==> src/rtl/lc3_mem_pkg.sv <==
// ============================================================================
// Module  : lc3_mem_pkg
// Brief   : Shared widths and access-controller state encoding.
// Revision: 1.0
// ============================================================================
`default_nettype none

package lc3_mem_pkg;

  localparam int ADDR_W = 16;
  localparam int DATA_W = 16;

  typedef enum logic [1:0] {
    IDLE = 2'd0,
    REQ  = 2'd1,
    DONE = 2'd2
  } mem_state_e;

endpackage

`default_nettype wire

==> src/rtl/mem_timeout_ctr.sv <==
// ============================================================================
// Module  : mem_timeout_ctr
// Brief   : REQ-state wait counter with terminal-count flag (MEM_TIMEOUT_EN).
// Revision: 1.0
// ============================================================================
`default_nettype none

`ifdef MEM_TIMEOUT_EN
module mem_timeout_ctr #(
  parameter int TIMEOUT_CYCLES = 255
) (
  input  logic clk,
  input  logic rst_n,
  input  logic active,
  input  logic hold,
  output logic tc
);

  localparam int CNT_W = (TIMEOUT_CYCLES > 1) ? $clog2(TIMEOUT_CYCLES) : 1;
  localparam logic [CNT_W-1:0] c_LAST = CNT_W'(TIMEOUT_CYCLES - 1);

  logic [CNT_W-1:0] r_count;

  // Count stays cleared outside REQ, so every REQ entry starts from zero.
  always_ff @(posedge clk or negedge rst_n) begin
    if (!rst_n) begin
      r_count <= '0;
    end else if (!active) begin
      r_count <= '0;
    end else if (!hold && !tc) begin
      r_count <= r_count + 1'b1;
    end
  end

  assign tc = active && (r_count == c_LAST);

endmodule
`endif

`default_nettype wire

==> src/rtl/mem_access_ctrl.sv <==
// ============================================================================
// Module  : mem_access_ctrl
// Brief   : MAR/MDR holder and IDLE/REQ/DONE memory handshake controller.
//           Optional REQ timeout compiled in with `define MEM_TIMEOUT_EN.
// Revision: 1.0
// ============================================================================
`default_nettype none

module mem_access_ctrl
  import lc3_mem_pkg::*;
#(
  parameter int TIMEOUT_CYCLES = 255
) (
  input  logic              clk,
  input  logic              rst_n,
  input  logic              ld_mar,
  input  logic [ADDR_W-1:0] mar_in,
  input  logic              ld_mdr,
  input  logic [DATA_W-1:0] bus_in,
  input  logic              mio_en,
  input  logic              r_w,
  output logic [ADDR_W-1:0] mar_out,
  output logic [DATA_W-1:0] mdr_out,
  output logic              mem_ready,
  output logic              mem_req,
  output logic              mem_we,
  output logic [ADDR_W-1:0] mem_addr,
  output logic [DATA_W-1:0] mem_wdata,
  input  logic              mem_ack,
  input  logic [DATA_W-1:0] mem_rdata,
  output logic              mem_err
);

  mem_state_e        r_state;
  mem_state_e        w_next_state;
  logic [ADDR_W-1:0] r_mar;
  logic [DATA_W-1:0] r_mdr;
  logic              r_we;
  logic              w_in_req;
  logic              w_timeout;
  logic              w_err_flag;

  assign w_in_req = (r_state == REQ);

`ifdef MEM_TIMEOUT_EN
  logic w_tc;
  logic r_err;

  mem_timeout_ctr #(
    .TIMEOUT_CYCLES(TIMEOUT_CYCLES)
  ) u_timeout_ctr (
    .clk   (clk),
    .rst_n (rst_n),
    .active(w_in_req),
    .hold  (mem_ack),
    .tc    (w_tc)
  );

  // An ack on the terminal-count cycle is a normal completion.
  assign w_timeout = w_tc && !mem_ack;

  always_ff @(posedge clk or negedge rst_n) begin
    if (!rst_n) begin
      r_err <= 1'b0;
    end else begin
      r_err <= w_in_req && w_timeout;
    end
  end

  assign w_err_flag = r_err;
`else
  logic w_unused_timeout;
  assign w_unused_timeout = ^TIMEOUT_CYCLES;
  assign w_timeout        = 1'b0;
  assign w_err_flag       = 1'b0;
`endif

  always_ff @(posedge clk or negedge rst_n) begin
    if (!rst_n) begin
      r_state <= IDLE;
    end else begin
      r_state <= w_next_state;
    end
  end

  always_comb begin
    w_next_state = r_state;
    unique case (r_state)
      IDLE:    if (mio_en) w_next_state = REQ;
      REQ:     if (mem_ack || w_timeout) w_next_state = DONE;
      DONE:    w_next_state = IDLE;
      default: w_next_state = IDLE;
    endcase
  end

  always_comb begin
    mem_req   = 1'b0;
    mem_we    = 1'b0;
    mem_ready = 1'b0;
    mem_err   = 1'b0;
    unique case (r_state)
      REQ: begin
        mem_req = 1'b1;
        mem_we  = r_we;
      end
      DONE: begin
        mem_ready = 1'b1;
        mem_err   = w_err_flag;
      end
      default: ;
    endcase
  end

  // MAR/MDR are writable from the datapath only while idle.
  always_ff @(posedge clk or negedge rst_n) begin
    if (!rst_n) begin
      r_mar <= '0;
      r_mdr <= '0;
      r_we  <= 1'b0;
    end else begin
      if (r_state == IDLE) begin
        if (ld_mar) r_mar <= mar_in;
        if (ld_mdr) r_mdr <= bus_in;
        if (mio_en) r_we  <= r_w;
      end else if (w_in_req && mem_ack && !r_we) begin
        r_mdr <= mem_rdata;
      end
    end
  end

  assign mar_out   = r_mar;
  assign mdr_out   = r_mdr;
  assign mem_addr  = r_mar;
  assign mem_wdata = r_mdr;

endmodule

`default_nettype wire

==> config.mk <==
export PLATFORM = sky130hd
export DESIGN_NAME = mem_access_ctrl
export DESIGN_NICKNAME = d
export VERILOG_FILES = /design/src/rtl/lc3_mem_pkg.sv /design/src/rtl/mem_timeout_ctr.sv /design/src/rtl/mem_access_ctrl.sv
export SDC_FILE = /design/constraint.sdc
export NUM_CORES = 1
export LEC_CHECK = 0
export ABC_AREA = 1
export CAP_MARGIN = 0
export CORE_MARGIN = 1.5
export CORE_UTILIZATION = 39
export CTS_CLUSTER_SIZE = 24
export DETAILED_ROUTE_END_ITERATION = 10
export HOLD_SLACK_MARGIN = 0.03
export PLACE_DENSITY = 0.9
export SYNTH_ARGS = -nofsm -noshare
export SYNTH_HDL_FRONTEND = slang
export SYNTH_HIERARCHICAL = 1
export SYNTH_SLANG_ARGS = --single-unit
==> constraint.sdc <==
create_clock -name clk -period 2.7 [get_ports clk]
set_clock_uncertainty 0.05 [all_clocks]
set_input_delay 0.675 -clock clk [delete_from_list [all_inputs] [get_ports clk]]
set_output_delay 0.675 -clock clk [all_outputs]
set_load 0.03 [all_outputs]
==> metrics.txt <==
# TYPE chip_impl_metric gauge
chip_impl_metric{name="final.setup.worst_slack",unit="ns"} 0.250
chip_impl_info{name="crit_chain",value="inv_2, nor2_4, inv_1, nor2_1, clkdlybuf4s50_1"} 1
chip_impl_metric{name="switching_share",unit=""} 0.485
chip_impl_metric{name="synthesized_area_fraction_occupied_by_ao_oa_aoi_and_oai_cells",unit=""} 0.00532
chip_impl_metric{name="grt_pass1_vias",unit=""} 1620
chip_impl_metric{name="intPower",unit="mW"} 1.86
chip_impl_metric{name="post-cts-setup-buffer-count",unit=""} 0
chip_impl_metric{name="switching_power",unit="mW"} 1.76
chip_impl_metric{name="pin_count_of_the_biggest_net_entering_global_routing",unit=""} 36
chip_impl_metric{name="area_growth",unit="%"} 56.2
chip_impl_metric{name="die_h",unit="um"} 72.4
chip_impl_metric{name="timing.reg2reg.worst_path_depth",unit=""} 5
chip_impl_metric{name="top_level_ports",unit=""} 123
chip_impl_metric{name="postSynthNetCount",unit=""} 298
chip_impl_metric{name="power_leakage",unit="nW"} 1.42
chip_impl_metric{name="hold_viol",unit=""} 0
chip_impl_metric{name="die-area",unit="um2"} 5250
chip_impl_metric{name="initialDrtViolationCount",unit=""} 70
chip_impl_info{name="setup.worst_path.end_class",value="output pin"} 1
chip_impl_metric{name="total_count_of_max_transition_violations_in_the_final_report",unit=""} 0
chip_impl_metric{name="detailed_routing_iterations_pass_1",unit=""} 4
chip_impl_metric{name="place_worst_setup_slack",unit="ns"} 0.560
chip_impl_metric{name="fp.dieW",unit="um"} 72.4
chip_impl_metric{name="place.port_buffers",unit=""} 121
chip_impl_metric{name="clock_sink_count",unit=""} 35
chip_impl_info{name="cts_root_buf",value="sky130_fd_sc_hd__clkbuf_8"} 1
chip_impl_metric{name="num-nets-final",unit=""} 385
chip_impl_metric{name="n_antenna_cell",unit=""} 0
chip_impl_info{name="critical_path_class",value="register to output pin"} 1
chip_impl_metric{name="synthSimpleGateAreaFrac",unit=""} 0.355
chip_impl_metric{name="timing.critical_path.arrival",unit="ns"} 1.72
chip_impl_metric{name="gr-usage-all-layers",unit=""} 0.187
chip_impl_metric{name="cts.htree.levels",unit=""} 2
chip_impl_metric{name="rrSetupSlack",unit="ns"} 1.03
chip_impl_metric{name="synth.cell_area",unit="um2"} 1880
chip_impl_metric{name="vdd_ir_drop_max",unit="mV"} 0.607
chip_impl_metric{name="cp_slowest_stage_delay",unit="ns"} 0.67
chip_impl_metric{name="cts.clk_slew.worst_paths",unit="ns"} 0.06
chip_impl_metric{name="post_cts_resized",unit=""} 0
chip_impl_metric{name="gp_routability_congestion",unit=""} 0.754
chip_impl_metric{name="post-route-min-period",unit="ns"} 2.45
chip_impl_metric{name="first_pass_grt_wire_length",unit="um"} 7530
chip_impl_metric{name="postSynthCellCount",unit=""} 243
chip_impl_metric{name="hold_buffers",unit=""} 0
chip_impl_metric{name="finalSetupTns",unit="ns"} 0
chip_impl_metric{name="worst_case_headroom_to_the_max_slew_limit",unit=""} 0.495
chip_impl_metric{name="multiplexer_area_fraction_after_synthesis",unit=""} 0
chip_impl_metric{name="area_share_of_the_leading_cell_type_in_the_synthesized_netlist",unit=""} 0.466
chip_impl_metric{name="power.share.clock",unit=""} 0.092
chip_impl_metric{name="seq_total_area_yosys",unit=""} 0.466
chip_impl_metric{name="post_drt_via_cell_ratio",unit=""} 4.68
chip_impl_metric{name="row_count",unit=""} 25
chip_impl_metric{name="floorplan.initialDensity",unit=""} 0.401
chip_impl_metric{name="worst-path-buf-inv",unit=""} 3
chip_impl_metric{name="cp.required",unit="ns"} 1.98
chip_impl_metric{name="min_period_over_period",unit=""} 0.907
chip_impl_info{name="synth_top_family_by_area",value="simple AND/OR/NAND/NOR gates"} 1
chip_impl_metric{name="post_route_cells_drive_above_1_share",unit=""} 0.0486
chip_impl_metric{name="cts_buffers",unit=""} 5
chip_impl_info{name="result_of_the_run",value="finished clean"} 1
chip_impl_metric{name="synth_xor_area_frac",unit=""} 0
chip_impl_metric{name="yosys_warnings",unit=""} 6
chip_impl_metric{name="clock_tree_buf_depth",unit=""} 2
chip_impl_metric{name="timing.hold.ws",unit="ns"} 0.417
chip_impl_metric{name="synth.ff_latch_count",unit=""} 35
chip_impl_metric{name="num_vias",unit=""} 1791
chip_impl_metric{name="drt.antenna.violating_nets",unit=""} 0
chip_impl_info{name="timing.rr.start",value="r_state[1]$_DFFE_PN0P_"} 1
chip_impl_info{name="r2r-end",value="r_we$_DFFE_PN0P_"} 1
chip_impl_metric{name="later_pin_clock_latency_in_the_skew_report",unit="ns"} 0.27
chip_impl_metric{name="placeableCoreArea",unit="um2"} 4690
chip_impl_metric{name="detailed_placement_wirelength_estimate",unit="um"} 3600
chip_impl_metric{name="max_slew.worst_pin.slew",unit="ns"} 0.758
chip_impl_metric{name="power_frac_comb",unit=""} 0.650
chip_impl_info{name="timing.critical_path.from_type",value="register"} 1
chip_impl_info{name="top_family_by_delay_on_critical_path",value="buffers and inverters"} 1
chip_impl_info{name="grt_setup_unrepaired",value="no"} 1
chip_impl_metric{name="fmax",unit="GHz"} 0.408
chip_impl_metric{name="power.sequential.fraction",unit=""} 0.258
chip_impl_metric{name="number_of_antenna_violations_at_the_first_check_in_global_routing",unit=""} 0
chip_impl_metric{name="route.detailed.wl_per_inst",unit="um"} 12.7
chip_impl_metric{name="setup-violations-final",unit=""} 0
chip_impl_metric{name="avgSynthCellArea",unit="um2"} 7.74
chip_impl_metric{name="postRouteWirelength",unit="um"} 4880
chip_impl_info{name="cpMaxStageDelayCell",value="sky130_fd_sc_hd__clkdlybuf4s50_1"} 1
chip_impl_info{name="tritoncts",value="yes"} 1
chip_impl_metric{name="remaining_drc_errors",unit=""} 0
chip_impl_metric{name="grt_overflow_total",unit=""} 0
chip_impl_metric{name="yosys.cell_types.count",unit=""} 16
chip_impl_metric{name="timing.critical_path.fanout_max",unit=""} 3
chip_impl_metric{name="power_density",unit="nW/um2"} 1230
chip_impl_metric{name="synthAdderAreaFrac",unit=""} 0
chip_impl_metric{name="postLayoutCoreUtil",unit=""} 0.626
chip_impl_metric{name="maxCapViolations",unit=""} 0
chip_impl_info{name="hp-class",value="input port to asynchronous set/reset pin"} 1
chip_impl_info{name="netlist.top_cell.by_area",value="sky130_fd_sc_hd__dfrtp_1"} 1
chip_impl_info{name="netlist_top_cells_area",value="sky130_fd_sc_hd__dfrtp_1 (47%), sky130_fd_sc_hd__nand2_1 (23%), sky130_fd_sc_hd__buf_4 (14%)"} 1
worst max path at each step:
| stage | depth (start not counted) | slack, ns | startpoint | end |
|---|---|---|---|---|
| floorplan | 4 | 0.79 | r_state[0]$_DFFE_PN0P_ | mem_we |
| detailed placement | 5 | 0.56 | r_state[0]$_DFFE_PN0P_ | mem_we |
| CTS | 5 | 0.24 | r_state[0]$_DFFE_PN0P_ | mem_we |
| finish | 5 | 0.25 | r_state[0]$_DFFE_PN0P_ | mem_we |
| global route | 5 | 0.16 | r_state[0]$_DFFE_PN0P_ | mem_we |
| global placement | 5 | 0.59 | r_state[0]$_DFFE_PN0P_ | mem_we |
layout make-up:
cell class	count	area, um2
repair buffers	123	1220
clock buffers	6	72.6
multi-input cells	160	681
flip-flops and latches	35	876
well taps	54	67.6
inverters	5	18.8
fillers	419	1760
through the flow:
step	power, mW	instance area, um2	cells
after floorplan	2.55	1880	243
after global placement	3.27	2860	377
after detailed placement	3.31	2860	377
after CTS	3.66	2940	383
after global routing	3.83	2940	383
final	3.62	2940	383
worst register-to-register path: stages (launching register included):
cell	delay [ns]
sky130_fd_sc_hd__dfrtp_1	0.44
sky130_fd_sc_hd__nor2_4	0.46
sky130_fd_sc_hd__buf_4	0.33
sky130_fd_sc_hd__nand2_1	0.13
sky130_fd_sc_hd__nor2_1	0.11
sky130_fd_sc_hd__a21oi_1	0.05
flip-flops by register name, summed over array words and instances, names as in the netlist:
name     count
mar_out     16
mdr_out     16
r_state      2
r_we         1
power groups by stage:
| stage | Combinational [mW] | Sequential (mW) | Clock, mW |
|---|---|---|---|
| after floorplan | 1.21 | 1.34 | 0 |
| after global placement | 2.33 | 0.933 | 0 |
| after detailed placement | 2.37 | 0.943 | 0 |
| after CTS | 2.37 | 0.939 | 0.346 |
| after global routing | 2.49 | 0.963 | 0.377 |
| final | 2.35 | 0.936 | 0.333 |
synthesized netlist by cell type, drive strengths merged:
cell	instances
a21oi	1
buf	42
clkbuf	1
conb	1
dfrtp	35
inv	5
nand2	118
nand3	32
nor2	7
o21ai	1
cells by family after synthesis:
kind of cell           after synthesis
buffers and inverters               48
AO/OA/AOI/OAI                        2
AND/OR/NAND/NOR                    157
other                                1
flip-flops                          35
per-layer routing:
layer / GRT usage / part of all wire / wire, um
met1: 0.225 / 0.42 / 2040
met2: 0.320 / 0.52 / 2530
met3: 0.0528 / 0.055 / 268
met4: 0.0650 / 0.0096 / 47
met5: 0 / 0 / 0
placed cells by master (no fill, tap or decap):
cell type                           n
sky130_fd_sc_hd__clkdlybuf4s50_1  120
sky130_fd_sc_hd__nand2_1          113
sky130_fd_sc_hd__dfrtp_1           35
sky130_fd_sc_hd__nand3_1           32
sky130_fd_sc_hd__nor2_1             5
sky130_fd_sc_hd__clkbuf_8           5
sky130_fd_sc_hd__inv_1              4
sky130_fd_sc_hd__nand2_2            3
sky130_fd_sc_hd__nor2_4             2
sky130_fd_sc_hd__nand2_4            2
sky130_fd_sc_hd__buf_4              2
sky130_fd_sc_hd__inv_2              1
sky130_fd_sc_hd__o21ai_0            1
sky130_fd_sc_hd__a21oi_1            1
sky130_fd_sc_hd__conb_1             1
sky130_fd_sc_hd__clkbuf_1           1
sky130_fd_sc_hd__buf_2              1
No activity file was read; power rests on OpenSTA's default activity.
==> edit (config.mk and constraints unchanged) <==
The option `MEM_TIMEOUT_EN` is turned on by a define.
--- a/src/rtl/mem_timeout_ctr.sv
+++ b/src/rtl/mem_timeout_ctr.sv
@@ -6,2 +6,4 @@
 `default_nettype none
+
+`define MEM_TIMEOUT_EN
 
Formal check against the unedited RTL: no difference found for any inputs over 10 cycles, from zero or initial values and one cycle with rst_n low; that may be too few to reach the edited logic, so the function may still have changed.
==> edit against the unedited design <==
Cell count is 28% higher; final area is 24% higher; maximum frequency about the same; total power rose by 16%; wire length is 29% higher; sequential cell count up 9; area after synthesis rose by 30%; setup slack lost 0.0015 ns; critical path type unchanged.
==> edit: results (changes against the unedited design) <==
Final layout
  – Post-Layout Cell Count: 492 (was 383)
  – Ant diodes: 0 (unchanged)
  – Layout fillers: 516 (was 419)
  – Layout cells sized above 1: 0.0624 (was 0.0486)
  – Final nets: 473 (was 385)

Power
  – LEAKAGE: 1.76 nW (was 1.42 nW)
  – VDD IR-drop max: 0.000598 V (was 0.000607 V)

Global routing
  – Largest net degree at the start of global routing: 27 (was 36)
  – Vias in the first global route: 2142 (was 1620)
  – GRT Total Usage: 0.192 (was 0.187)
  – First-pass GRT wire length: 9.94 mm (was 7.53 mm)

CTS
  – Clk pin slew, worst setup/hold paths: 0.08 ns (was 0.06 ns)
  – Worst-Skew Late Latency: 0.29 ns (was 0.27 ns)
  – H-Tree Level Count: 2 (unchanged)

Place
  – GP Congestion: 0.863 (was 0.754)
  – Placed cell areas: 3490 µm² (was 2860 µm²)
  – Placed Cells incl. Taps: 484 (was 377)
  – Port-buffer cells: 122 (was 121)
  – Hpwl dp: 4.83 mm (was 3.60 mm)
  – DP Worst Slack: 0.532 ns (was 0.560 ns)

STA
  – Worst hold slack: 0.271 ns (was 0.417 ns)
  – Post-layout worst setup margin: 0.249 ns (was 0.250 ns)
  – Rel. slew slack: 0.614 (was 0.495)

Synthesis
  – Post-synthesis cell count: 325 (was 243)
  – Syn Nets: 382 (was 298)
  – Ys async rst share: 1.00 (unchanged)
  – Synth cell count leaders: 145 x nand2_1, 44 x dfrtp_1, 39 x nand3_1 (was 113 x nand2_1, 35 x dfrtp_1, 34 x buf_4)
  – Synth cell types: 24 (was 16)
  – Sequential element share of the synthesized area: 0.450 (was 0.466)
  – Synth area leaders: dfrtp_1 45%, nand2_1 22%, buf_4 10% (was dfrtp_1 47%, nand2_1 23%, buf_4 14%)

Detailed routing
  – Avg WL per Cell: 12.8 µm (was 12.7 µm)
  – Initial drt markers: 105 (was 70)
  – Via Count: 2337 (was 1791)
  – DR pass1 iterations: 4 (unchanged)

Setup path
  – Crit path to: mem_req (was mem_we)
  – R2R Setup Slk: 0.95 ns (was 1.03 ns)
  – Worst flop-to-flop path endpoint: mdr_out[1]$_DFFE_PN0P_ (was r_we$_DFFE_PN0P_)
  – Cell family with most CP delay: buffers and inverters (unchanged)
  – Max Fanout on Critical Path: 10 (was 3)
  – Crit path launch type: flip-flop (unchanged)

Status
  – Outcome: completed (unchanged)
==> edit: cell count changes after synthesis, sizes merged, moves of 2 or more <==
cell,before,now
a21oi,1,4
clkbuf,1,3
nand2,118,152
o21ai,1,5
nand3,32,39
nor3,0,2
buf,42,39
nor2,7,15
ha,0,2
dfrtp,35,44
inv,5,16
==> edit: where the power goes <==
part	leakage [nW]	switching (W)	internal, W	total (W)
sequential	0.558	0.000200	0.000890	0.00109
clock	0.0784	0.000225	0.000463	0.000688
combinational	1.12	0.00146	0.000968	0.00243
==> edit: worst reg2reg max path, stage by stage, from the launching register on <==
cell and delay, ns:
dfrtp_1 0.46, nor2_4 0.41, nand2_2 0.34, nand2_4 0.28
nand2_1 0.07, nand2_1 0.08
==> edit: layout make-up <==
type                    count  area (µm²)  area share
repair buffers            126        1250       0.341
flip-flops and latches     44        1100       0.302
multi-input cells         223         991       0.271
well taps                  75        93.8      0.0257
clock inverters             3        90.1      0.0247
clock buffers               5        68.8      0.0188
inverters                  16        60.1      0.0164
==> edit: cell families after synthesis <==
group	Yosys count	synth area share
adders and majority gates	2	0.0102
xor gates and xnor gates	1	0.00358
buffers and inverters	58	0.145
and+or+nand+nor	209	0.361
AOI/OAI and AO/OA	11	0.0302
DFF	44	0.450
==> edit: per-layer routing <==
layer  vias up  GRT usage  part of all wire
li1       1158          -                 -
met1      1074      0.219              0.41
met2        96      0.358              0.51
met3         9     0.0462             0.072
met4         0     0.0424            0.0090
met5         -          0                 0
